$ cat config.mk
export PLATFORM = sky130hd
export DESIGN_NAME = mem_slot_arb
export DESIGN_NICKNAME = d
export VERILOG_FILES = /design/src/rtl/mem_slot_arb.sv
export SDC_FILE = /design/constraint.sdc
export NUM_CORES = 1
export LEC_CHECK = 0
export CAP_MARGIN = 30
export CORE_ASPECT_RATIO = 0.9
export CORE_UTILIZATION = 54
export DETAILED_ROUTE_END_ITERATION = 8
export DONT_BUFFER_PORTS = 1
export HOLD_SLACK_MARGIN = 0.15
export PLACE_DENSITY = 0.72
export SLEW_MARGIN = 0
export SYNTH_ARGS = -nofsm -noshare
export SYNTH_HDL_FRONTEND = slang
export SYNTH_SLANG_ARGS = --single-unit
$ cat constraint.sdc
create_clock -name clk -period 1.4 [get_ports clk]
set_input_delay 0.14 -clock clk [delete_from_list [all_inputs] [get_ports clk]]
set_output_delay 0.14 -clock clk [all_outputs]
set_load 0.02 [all_outputs]
$ cat src/rtl/mem_slot_arb.sv
// DRAM slot arbiter: assigns each cycsel slot to video, sound, refresh, CPU or disk DMA,
// runs the DMA bus handoff and generates CPU DTACK. Optional macro: CPU_EVENSHARE_EN.
module mem_slot_arb #(
    parameter int REFRESH_DIV = 64,
    parameter int DTACK_DLY   = 2
) (
    input  logic clk,
    input  logic resb,
    input  logic cycsel,
    input  logic vid_req,
    input  logic snd_req,
    input  logic cpu_as,
    input  logic dma_req,
    output logic vid_gnt,
    output logic snd_gnt,
    output logic ref_gnt,
    output logic cpu_gnt,
    output logic dma_gnt,
    output logic slot_odd,
    output logic bus_dma,
    output logic dtack,
    output logic ref_ovf
);

    localparam int RCW = (REFRESH_DIV > 2) ? $clog2(REFRESH_DIV) : 1;

    typedef enum logic [1:0] {
        BUS_CPU  = 2'd0,
        BUS_WAIT = 2'd1,
        BUS_DMA  = 2'd2
    } bus_t;

    bus_t           bus_state;
    logic           cyc_d;
    logic           start;
    logic [RCW-1:0] ref_cnt;
    logic           ref_pend;
    logic           wrap;
    logic [2:0]     dtk_cnt;
    logic           g_vid, g_snd, g_ref, g_cpu, g_dma;

    assign start = cycsel & ~cyc_d;
    assign wrap  = (ref_cnt == RCW'(REFRESH_DIV - 1));

    // Owner of the slot that the next start opens; slot_odd=1 now means the next slot is even.
    always_comb begin
        g_vid = 1'b0;
        g_snd = 1'b0;
        g_ref = 1'b0;
        g_cpu = 1'b0;
        g_dma = 1'b0;
        if (slot_odd) begin
            if (vid_req)
                g_vid = 1'b1;
            else if (snd_req)
                g_snd = 1'b1;
            else if (ref_pend)
                g_ref = 1'b1;
`ifdef CPU_EVENSHARE_EN
            else if (bus_state == BUS_CPU)
                g_cpu = cpu_as;
`endif
        end else begin
            case (bus_state)
                BUS_CPU: g_cpu = cpu_as;
                BUS_DMA: g_dma = dma_req;
                default: ;
            endcase
        end
    end

    always_ff @(posedge clk or negedge resb) begin
        if (!resb) begin
            cyc_d     <= 1'b0;
            slot_odd  <= 1'b0;
            vid_gnt   <= 1'b0;
            snd_gnt   <= 1'b0;
            ref_gnt   <= 1'b0;
            cpu_gnt   <= 1'b0;
            dma_gnt   <= 1'b0;
            ref_cnt   <= '0;
            ref_pend  <= 1'b0;
            ref_ovf   <= 1'b0;
            bus_state <= BUS_CPU;
            bus_dma   <= 1'b0;
            dtk_cnt   <= 3'd0;
        end else begin
            cyc_d   <= cycsel;
            ref_ovf <= 1'b0;
            if (start) begin
                slot_odd <= ~slot_odd;
                vid_gnt  <= g_vid;
                snd_gnt  <= g_snd;
                ref_gnt  <= g_ref;
                cpu_gnt  <= g_cpu;
                dma_gnt  <= g_dma;
                ref_cnt  <= wrap ? '0 : ref_cnt + RCW'(1);
                // A wrap in the slot that serves the old request re-arms pending without loss.
                ref_pend <= (ref_pend & ~g_ref) | wrap;
                ref_ovf  <= wrap & ref_pend & ~g_ref;
                case (bus_state)
                    BUS_CPU: begin
                        if (dma_req)
                            bus_state <= BUS_WAIT;
                    end
                    BUS_WAIT: begin
                        if (!dma_req) begin
                            bus_state <= BUS_CPU;
                        end else if (!cpu_as && !cpu_gnt) begin
                            bus_state <= BUS_DMA;
                            bus_dma   <= 1'b1;
                        end
                    end
                    BUS_DMA: begin
                        if (!dma_req) begin
                            bus_state <= BUS_CPU;
                            bus_dma   <= 1'b0;
                        end
                    end
                    default: begin
                        bus_state <= BUS_CPU;
                        bus_dma   <= 1'b0;
                    end
                endcase
            end
            if (start && g_cpu)
                dtk_cnt <= 3'd0;
            else if (cpu_gnt && cpu_as && dtk_cnt != 3'd7)
                dtk_cnt <= dtk_cnt + 3'd1;
        end
    end

    // Gated directly by cpu_as so the acknowledge drops in the clock the strobe falls.
    assign dtack = cpu_gnt & cpu_as & (dtk_cnt >= 3'(DTACK_DLY));

endmodule

* Yosys cells after proc, flatten, opt, wreduce, memory -nomap -nowiden *
Cells that the tools add are included.
Widths: inputs -> output; s select.

storage, ports and cells
  bits in registers = 21
  input port bits = 7
  word-level logic and storage cells = 72

operators by class
  add/subtract/negate cells = 2
  magnitude comparators = 1
  eq/ne operators = 9
  mux-type cells = 26
  bitwise gates (word level) = 11
  reductions and logical operators = 10

operators with widths
  operator             count
  $mux 1               17
  $mux 2               4
  $ne 2x2->1 const B   4
  $add 6x1->6 const B  1
  $and 1x1->1          6
  $eq 6x6->1 const B   1
  $mux 3               2
  $mux 6               1
  $ne 3x3->1 const B   2
  $pmux 2 s3           1
  $reduce_and 5->1     1
  $logic_and 1x1->1    4
  $not 1->1            4
  $reduce_and 4->1     1
  $add 3x1->3 const B  1
  $ge 3x2->1 const B   1
  $pmux 1 s3           1
  $eq 2x1->1 const B   1
  $eq 2x2->1 const B   1
  $logic_not 1->1      2
  $logic_not 2->1      1
  $reduce_bool 2->1    1
  $or 1x1->1           1

* Depth between registers and ports, before layout *
Gate-level depths: netlist of the first run.

  depth after elaboration = 7
  mapped depth = 6
  depth with buffers taken out = 5

* Least setup slack after synthesis of the first run *
OpenSTA, ideal clock, no wires.

  path type = register -> register
  from = register dtk_cnt[0]
  to = register dtk_cnt[2]
  arrival time = 1.339 ns
  data required time = 1.280 ns
  slack = -0.059 ns
  cell stages (with the launch flop) = 7
  buffers on the path = 1
  path through = dfrtp_1 ha_1 ha_1 and3b_1 clkbuf_1 mux2i_1 nor2_1

on the way
  longest elaborated chain between the ends = 3

RTL lines
  item                                                line      text
  start, declared                                     39        logic [2:0] dtk_cnt;
  start signal, assigned                              129       dtk_cnt <= dtk_cnt + 3'd1;
  $add 3x1->3 / $ne 3x3->1 (equally long branches)    129, 128
  $mux 3 / $logic_and 1x1->1 (equally long branches)  128       else if (cpu_gnt && cpu_as && dtk_cnt != 3'd7)
  $mux 3 / $reduce_bool 2->1 (equally long branches)  -

Parallel ways exist; a longest one is shown, timed or not. The select of a mux whose other input is x is not followed.
A chain may end at the register's enable or synchronous reset.

* Worst setup path after layout of the first run *
  from = register dtk_cnt[1]
  to = output dtack

on the way
  longest elaborated chain between the ends = 2

RTL lines
  item           line  text
  $ge 3x2->1     134   assign dtack = cpu_gnt & cpu_as & (dtk_cnt >= 3'(DTACK_DLY));
  $and 1x1->1    134
  end, declared  21    output logic dtack,

Every way passes these cells.

==> results of run 1 <==
layer usage:
metal	share of wire	track usage	vias to the layer above	wire [um]
li1	-	-	363	-
met1	0.42	0.3090	348	820
met2	0.49	0.3806	31	952
met3	0.056	0.04310	7	108
met4	0.031	0.1257	0	61
met5	0	0	-	0
registers in the layout (all words and copies together), names as in the netlist:
register and cells:
ref_cnt 6, dtk_cnt 3, bus_state 2, bus_dma 1, cpu_gnt 1, cyc_d 1
dma_gnt 1, ref_gnt 1, ref_ovf 1, ref_pend 1, slot_odd 1, snd_gnt 1
vid_gnt 1
cells by family (layout without fill, tap and decap cells):
logic type | count (synthesis) | after routing
adder cells (fa/ha/maj) | 4 | 4
multiplexers | 1 | 1
AND/OR/NAND/NOR | 39 | 39
XOR/XNOR | 4 | 4
flip-flops | 21 | 21
buffers and inverters | 8 | 23
AO/OA/AOI/OAI | 18 | 18
metrics by stage:
| stage | utilization | hold WS (ns) |
|---|---|---|
| global route | 0.7046 | 0.1717 |
| CTS | 0.6920 | 0.1605 |
| floorplan | - | -0.1556 |
| global placement | 0.6094 | -0.1551 |
| detailed placement | 0.6094 | -0.1550 |
| finish | 0.7046 | 0.1569 |
path summary, 6_finish.rpt:
kind	from	endpoint	slack, ns	depth (start not counted)
min	cycsel	ref_cnt[4]	0.16	3
max	dtk_cnt[1]	dtack	-0.09	3
min in group asynchronous	resb	ref_cnt[5]	0.40	1
max reg2reg	dtk_cnt[1]	dtk_cnt[2]	-0.03	5
min reg2reg	ref_cnt[5]	ref_cnt[5]	0.50	1
max in group asynchronous	resb	bus_state[1]	0.44	1
where the power goes:
| part | internal (mW) | switching [mW] |
|---|---|---|
| clock | 0.111 | 0.186 |
| combinational | 0.359 | 0.334 |
| sequential | 0.788 | 0.215 |
| total | 1.26 | 0.734 |
critical path: cells and delay by family (launching register included):
kind,cells,cell delay [ns]
flip-flops,1,0.42
AO/OA/AOI/OAI,1,0.38
buffers and inverters,2,0.24
area by class of cell:
cell class | count | share of cell area
repair buffers | 14 | 0.1109
multi-input cells | 66 | 0.3823
clock buffers | 4 | 0.02218
flip-flops and latches | 21 | 0.4435
well taps | 24 | 0.02534
inverters | 5 | 0.01584
cell usage in the layout (no fill, tap or decap), types with 3 or more instances in the layout:
cell type	n
dfrtp_1	21
nand2_1	17
o21ai_0	8
dlygate4sd3_1	6
nor2_1	5
buf_4	5
inv_1	4
xnor2_1	3
clkbuf_4	3
buf_6	3
what timing repair did:
| action | in CTS | in global routing |
|---|---|---|
| hold endpoints to repair | 34 | 0 |
| resized for setup | 8 | 3 |
| setup buffers | 2 | 1 |
| hold buffers | 6 | 0 |
| gates cloned | 0 | 0 |
| pin swaps | 1 | 3 |
| endpoints found under the setup margin | 3 | 5 |
==> results_dict.tcl, run 1 <==
set metrics [dict create \
    start_util 0.5751 \
    drc 0 \
    cts_sinks 21 \
    drive_gt1_frac 0.1909 \
    critPathArrivalTime_ns 1.35 \
    synth_top_family_by_area "simple AND/OR/NAND/NOR gates" \
    diodes 0 \
    detail_route.iter0.violations 23 \
    worst_path_max_delay_cell "dfrtp_1" \
    core-area_sq_um 1682 \
    synthTopCellsByArea "dfrtp_1, nand2_1, ha_1, o21ai_0, xnor2_1" \
    cts-buffers-inserted 3 \
    path_class "flop to primary output" \
    clock_path_buffers 2 \
    globalplace.congestion 0.7450 \
    grt_start_max_net_pins 22 \
    power_density_nw_per_um2 1682 \
    synth_ff_type "dfrtp_1" \
    synth_compound_area_frac 0.1164 \
    drtAntennaViolNets 0 \
    finalCritPeriodShare 1.063 \
    synth.area.mux_share 0.01035 \
    grt_pass1_vias 762 \
    path_max_fanout 2 \
    yosys_register_bits 21 \
    die_w_um 46.61 \
    totalWireLength_mm 1.942 \
    fin_ws_ns -0.08856 \
    clk_latency_ns 0.31 \
    die_y_um 42.15 \
    hold_violations 0 \
    htreeDepth 1 \
    required_ns 1.26 \
    cts_root_buffer "clkbuf_4" \
    place_ws_ns -0.006970 \
    hpwl_mm 1.184 \
    setup_tns_ns -0.1148 \
    placed_area_sq_um 1025 \
    vias_per_cell 5.590 \
    yosys.area_share.adder 0.05175 \
    io_pins 16 \
    synth_commonest_cells "dfrtp_1, nand2_1, o21ai_0, inv_1, nor2_1" \
    cpPeakStageDelay_ns 0.42 \
    rows 14 \
    synth-xor-area-share 0.03622 \
    dr.pass1.iters 4 \
    drv_cap 0 \
    rsz0062_at_grt "true" \
    peakVddDrop_mv 1.036 \
    synth_edf_count 0 \
    track_usage 0.2412 \
    p_leak_nw 0.5396 \
    yosysTopAreaCellShare 0.5433 \
    grt_pass1_wl_mm 3.249 \
    synth_top_area_cell "dfrtp_1" \
    avgSynthCellArea_sq_um 10.18 \
    die_area_sq_um 1965 \
    async_flop_share 1.000 \
    ys_seq_area_frac 0.5433 \
    syn_area_sq_um 967.2 \
    num-nets-final 122 \
    wire_per_inst_um 14.49 \
    clock_skew_ns 0.002731 \
    synth.most_common_cell "dfrtp_1" \
    synth_fp_nets 106 \
    nFillCells 135 \
    multi_input_area_sq_um 452.9 \
    yosys.area_share.simple 0.2096 \
    dp_cells 121 \
    regArea_sq_um 525.5 \
    path_clk_slew_ns 0.11 \
    vias 749 \
    portBuffers 0 \
    drv_slew 0 \
    crit_path_frequent_cell "buf_6" \
    violations "setup timing" \
    cp-start-kind "flop" \
    design_area_sq_um 1185 \
    status "complete, but fails checks" \
    cts_tree "built" \
    synthCells 95 \
    relSlewSlack 0.3830 \
    grt-ovfl-total 0 \
    end_kind "primary output" \
    yosysUniqueCellTypes 30 \
    syn2layout_area_growth_pct 22.51 \
    tightest_slew_ns 0.9225 \
    antenna_found_initial 0 \
    path_cells "buf_6 > buf_6 > o311a_4" \
    setup_viol 2 \
    final.min_clock_period_ns 1.489 \
    max_freq_mhz 671.8 \
    hp-class "input pin to flop" \
    power_mw 1.993 \
    stdcell_count 134 \
    ys.warnings.count 0 \
]
Note: power is estimated with default switching activity, not from simulation.
==> inputs of run 2 (changes only) <==
Settings changed: CORE_ASPECT_RATIO 0.9 to default, GPL_ROUTABILITY_DRIVEN from default to 0.
==> run 2 against run 1 <==
Compared with the run above:
- the flow still finishes with violations (setup timing)
- global-route usage shrank 2.0 points
- critical path depth grew 4
- setup slack got worse by 0.037 ns
- routed wire length rose by 6.6%
- clock power is essentially flat
- non-clock buffer count rose by 2
- register-to-register slack worse by 0.096 ns
- die area hardly changed
- worst hold slack lost 0.0044 ns
- largest cell class unchanged
- largest power group unchanged
- highest routed layer unchanged
==> results_dict.tcl, run 2 (synthesized netlist as in run 1, its figures left out) <==
set metrics [dict create \
    status "complete, but fails checks" \
    violations "setup timing" \
    reg.largest.list "ref_cnt: 6 flops, dtk_cnt: 3 flops, bus_state: 2 flops" \
    crit_path_frequent_cell "ha_4" \
    die_w_um 44.32 \
    reg2reg_from "dtk_cnt[1]" \
    hold_ws_ns 0.1525 \
    drc 0 \
    detail_route.iter0.violations 29 \
    hold_violations 0 \
    clock_skew_ns 0.003709 \
    antenna_found_initial 0 \
    grt-ovfl-total 0 \
    tightest_slew_ns 0.9390 \
    nFillCells 104 \
    grt_pass1_wl_mm 3.111 \
    critPathArrivalTime_ns 1.73 \
    syn2layout_area_growth_pct 26.00 \
    max_freq_mhz 655.4 \
    cpPeakStageDelay_ns 0.42 \
    path_clk_slew_ns 0.12 \
    vias_per_cell 5.603 \
    diodes 0 \
    path_cells "buf_6 > ha_4 > ha_4 > and3b_2 > buf_4 > xnor2_2 > nor2_1" \
    setup_viol 4 \
    die_area_sq_um 1964 \
    cp-start-kind "flop" \
    cts_sinks 21 \
    cts_root_buffer "clkbuf_4" \
    layout_commonest_cell "dfrtp_1" \
    required_ns 1.60 \
    cts-buffers-inserted 3 \
    relSlewSlack 0.3720 \
    num-nets-final 124 \
    hp-class "input pin to flop" \
    clk_latency_ns 0.30 \
    die_y_um 44.32 \
    regMostFlops "ref_cnt" \
    power_mw 2.064 \
    multi_input_area_sq_um 470.5 \
    drv_slew 0 \
    drtAntennaViolNets 0 \
    finalCritPeriodShare 1.090 \
    io_pins 16 \
    final.min_clock_period_ns 1.526 \
    reg2reg_slack_ns -0.13 \
    startpoint "dtk_cnt[1]" \
    drv_cap 0 \
    htreeDepth 1 \
    dr.pass1.iters 4 \
    p_leak_nw 0.5550 \
    regArea_sq_um 525.5 \
    clock_path_buffers 2 \
    start_util 0.6068 \
    fin_ws_ns -0.1257 \
    mostFrequentLayoutCells "dfrtp_1, nand2_1, o21ai_0, buf_4, dlygate4sd3_1" \
    totalWireLength_mm 2.070 \
    power_density_nw_per_um2 1693 \
    drive_gt1_frac 0.2143 \
    rsz0062_at_grt "true" \
    track_usage 0.2214 \
    hold_start "cycsel" \
    worst_path_max_delay_cell "dfrtp_1" \
    hpwl_mm 1.172 \
    path_class "flop to flop" \
    wire_per_inst_um 15.22 \
    path_max_fanout 4 \
    grt_start_max_net_pins 22 \
    peakVddDrop_mv 1.157 \
    core-area_sq_um 1594 \
    end_kind "flop" \
    portBuffers 0 \
    vias 762 \
    cts_tree "built" \
    grt_pass1_vias 753 \
    largest_reg_flops 6 \
    rows 14 \
]
run 2: layout make-up:
cell class / count / share of cell area
clock buffers: 3 / 0.01848
flip-flops and latches: 21 / 0.4312
well taps: 24 / 0.02464
multi-input cells: 66 / 0.3860
inverters: 5 / 0.01540
repair buffers: 16 / 0.1201
clock inverters: 1 / 0.004107
run 2: critical path: cells and delay by family, from the launching register on:
kind                     cells  cell delay (ns)
flip-flops                   1             0.42
XOR/XNOR                     1             0.11
adder cells (fa/ha/maj)      2             0.30
buffers and inverters        2             0.26
AND/OR/NAND/NOR              2             0.34
run 2: routing by layer:
layer | GRT usage | up-vias | wire length [um]
met5 | 0 | - | 0
met4 | 0.1091 | 0 | 30
met3 | 0.03265 | 6 | 62
met2 | 0.3706 | 17 | 1071
met1 | 0.2793 | 372 | 906
li1 | - | 367 | -
run 2: repair_timing:
action,4_1_cts,5_1_grt
gates resized for setup,7,6
hold endpoints to repair,34,0
pin swaps,3,2
endpoints found under the setup margin,3,6
buffers inserted,3,1
hold buffers,6,0
run 2: report_power, final:
group	switching [mW]	total, mW	internal, mW
logic	0.376	0.763	0.387
registers	0.218	1.01	0.788
clock network	0.188	0.295	0.107
run 2: metrics by stage:
stage	setup WS (ns)	cells	TNS, ns	cell area (sq um)	utilization
floorplan	0.01604	95	0	970.9	-
global route	-0.1901	136	-0.6739	1219	0.7645
detailed placement	-0.005229	122	-0.005229	1032	0.6476
CTS	-0.1089	135	-0.2896	1174	0.7363
finish	-0.1257	136	-0.4109	1219	0.7645
global placement	0.04576	122	0	1032	0.6476
run 2: final timing paths:
path,endpoint,cells after the start
setup / recovery,dtk_cnt[0],7
hold / removal,ref_pend,2
setup reg to reg,dtk_cnt[0],7
hold reg to reg,ref_cnt[5],1
max in group asynchronous,dtk_cnt[0],1
min in group asynchronous,ref_cnt[1],1
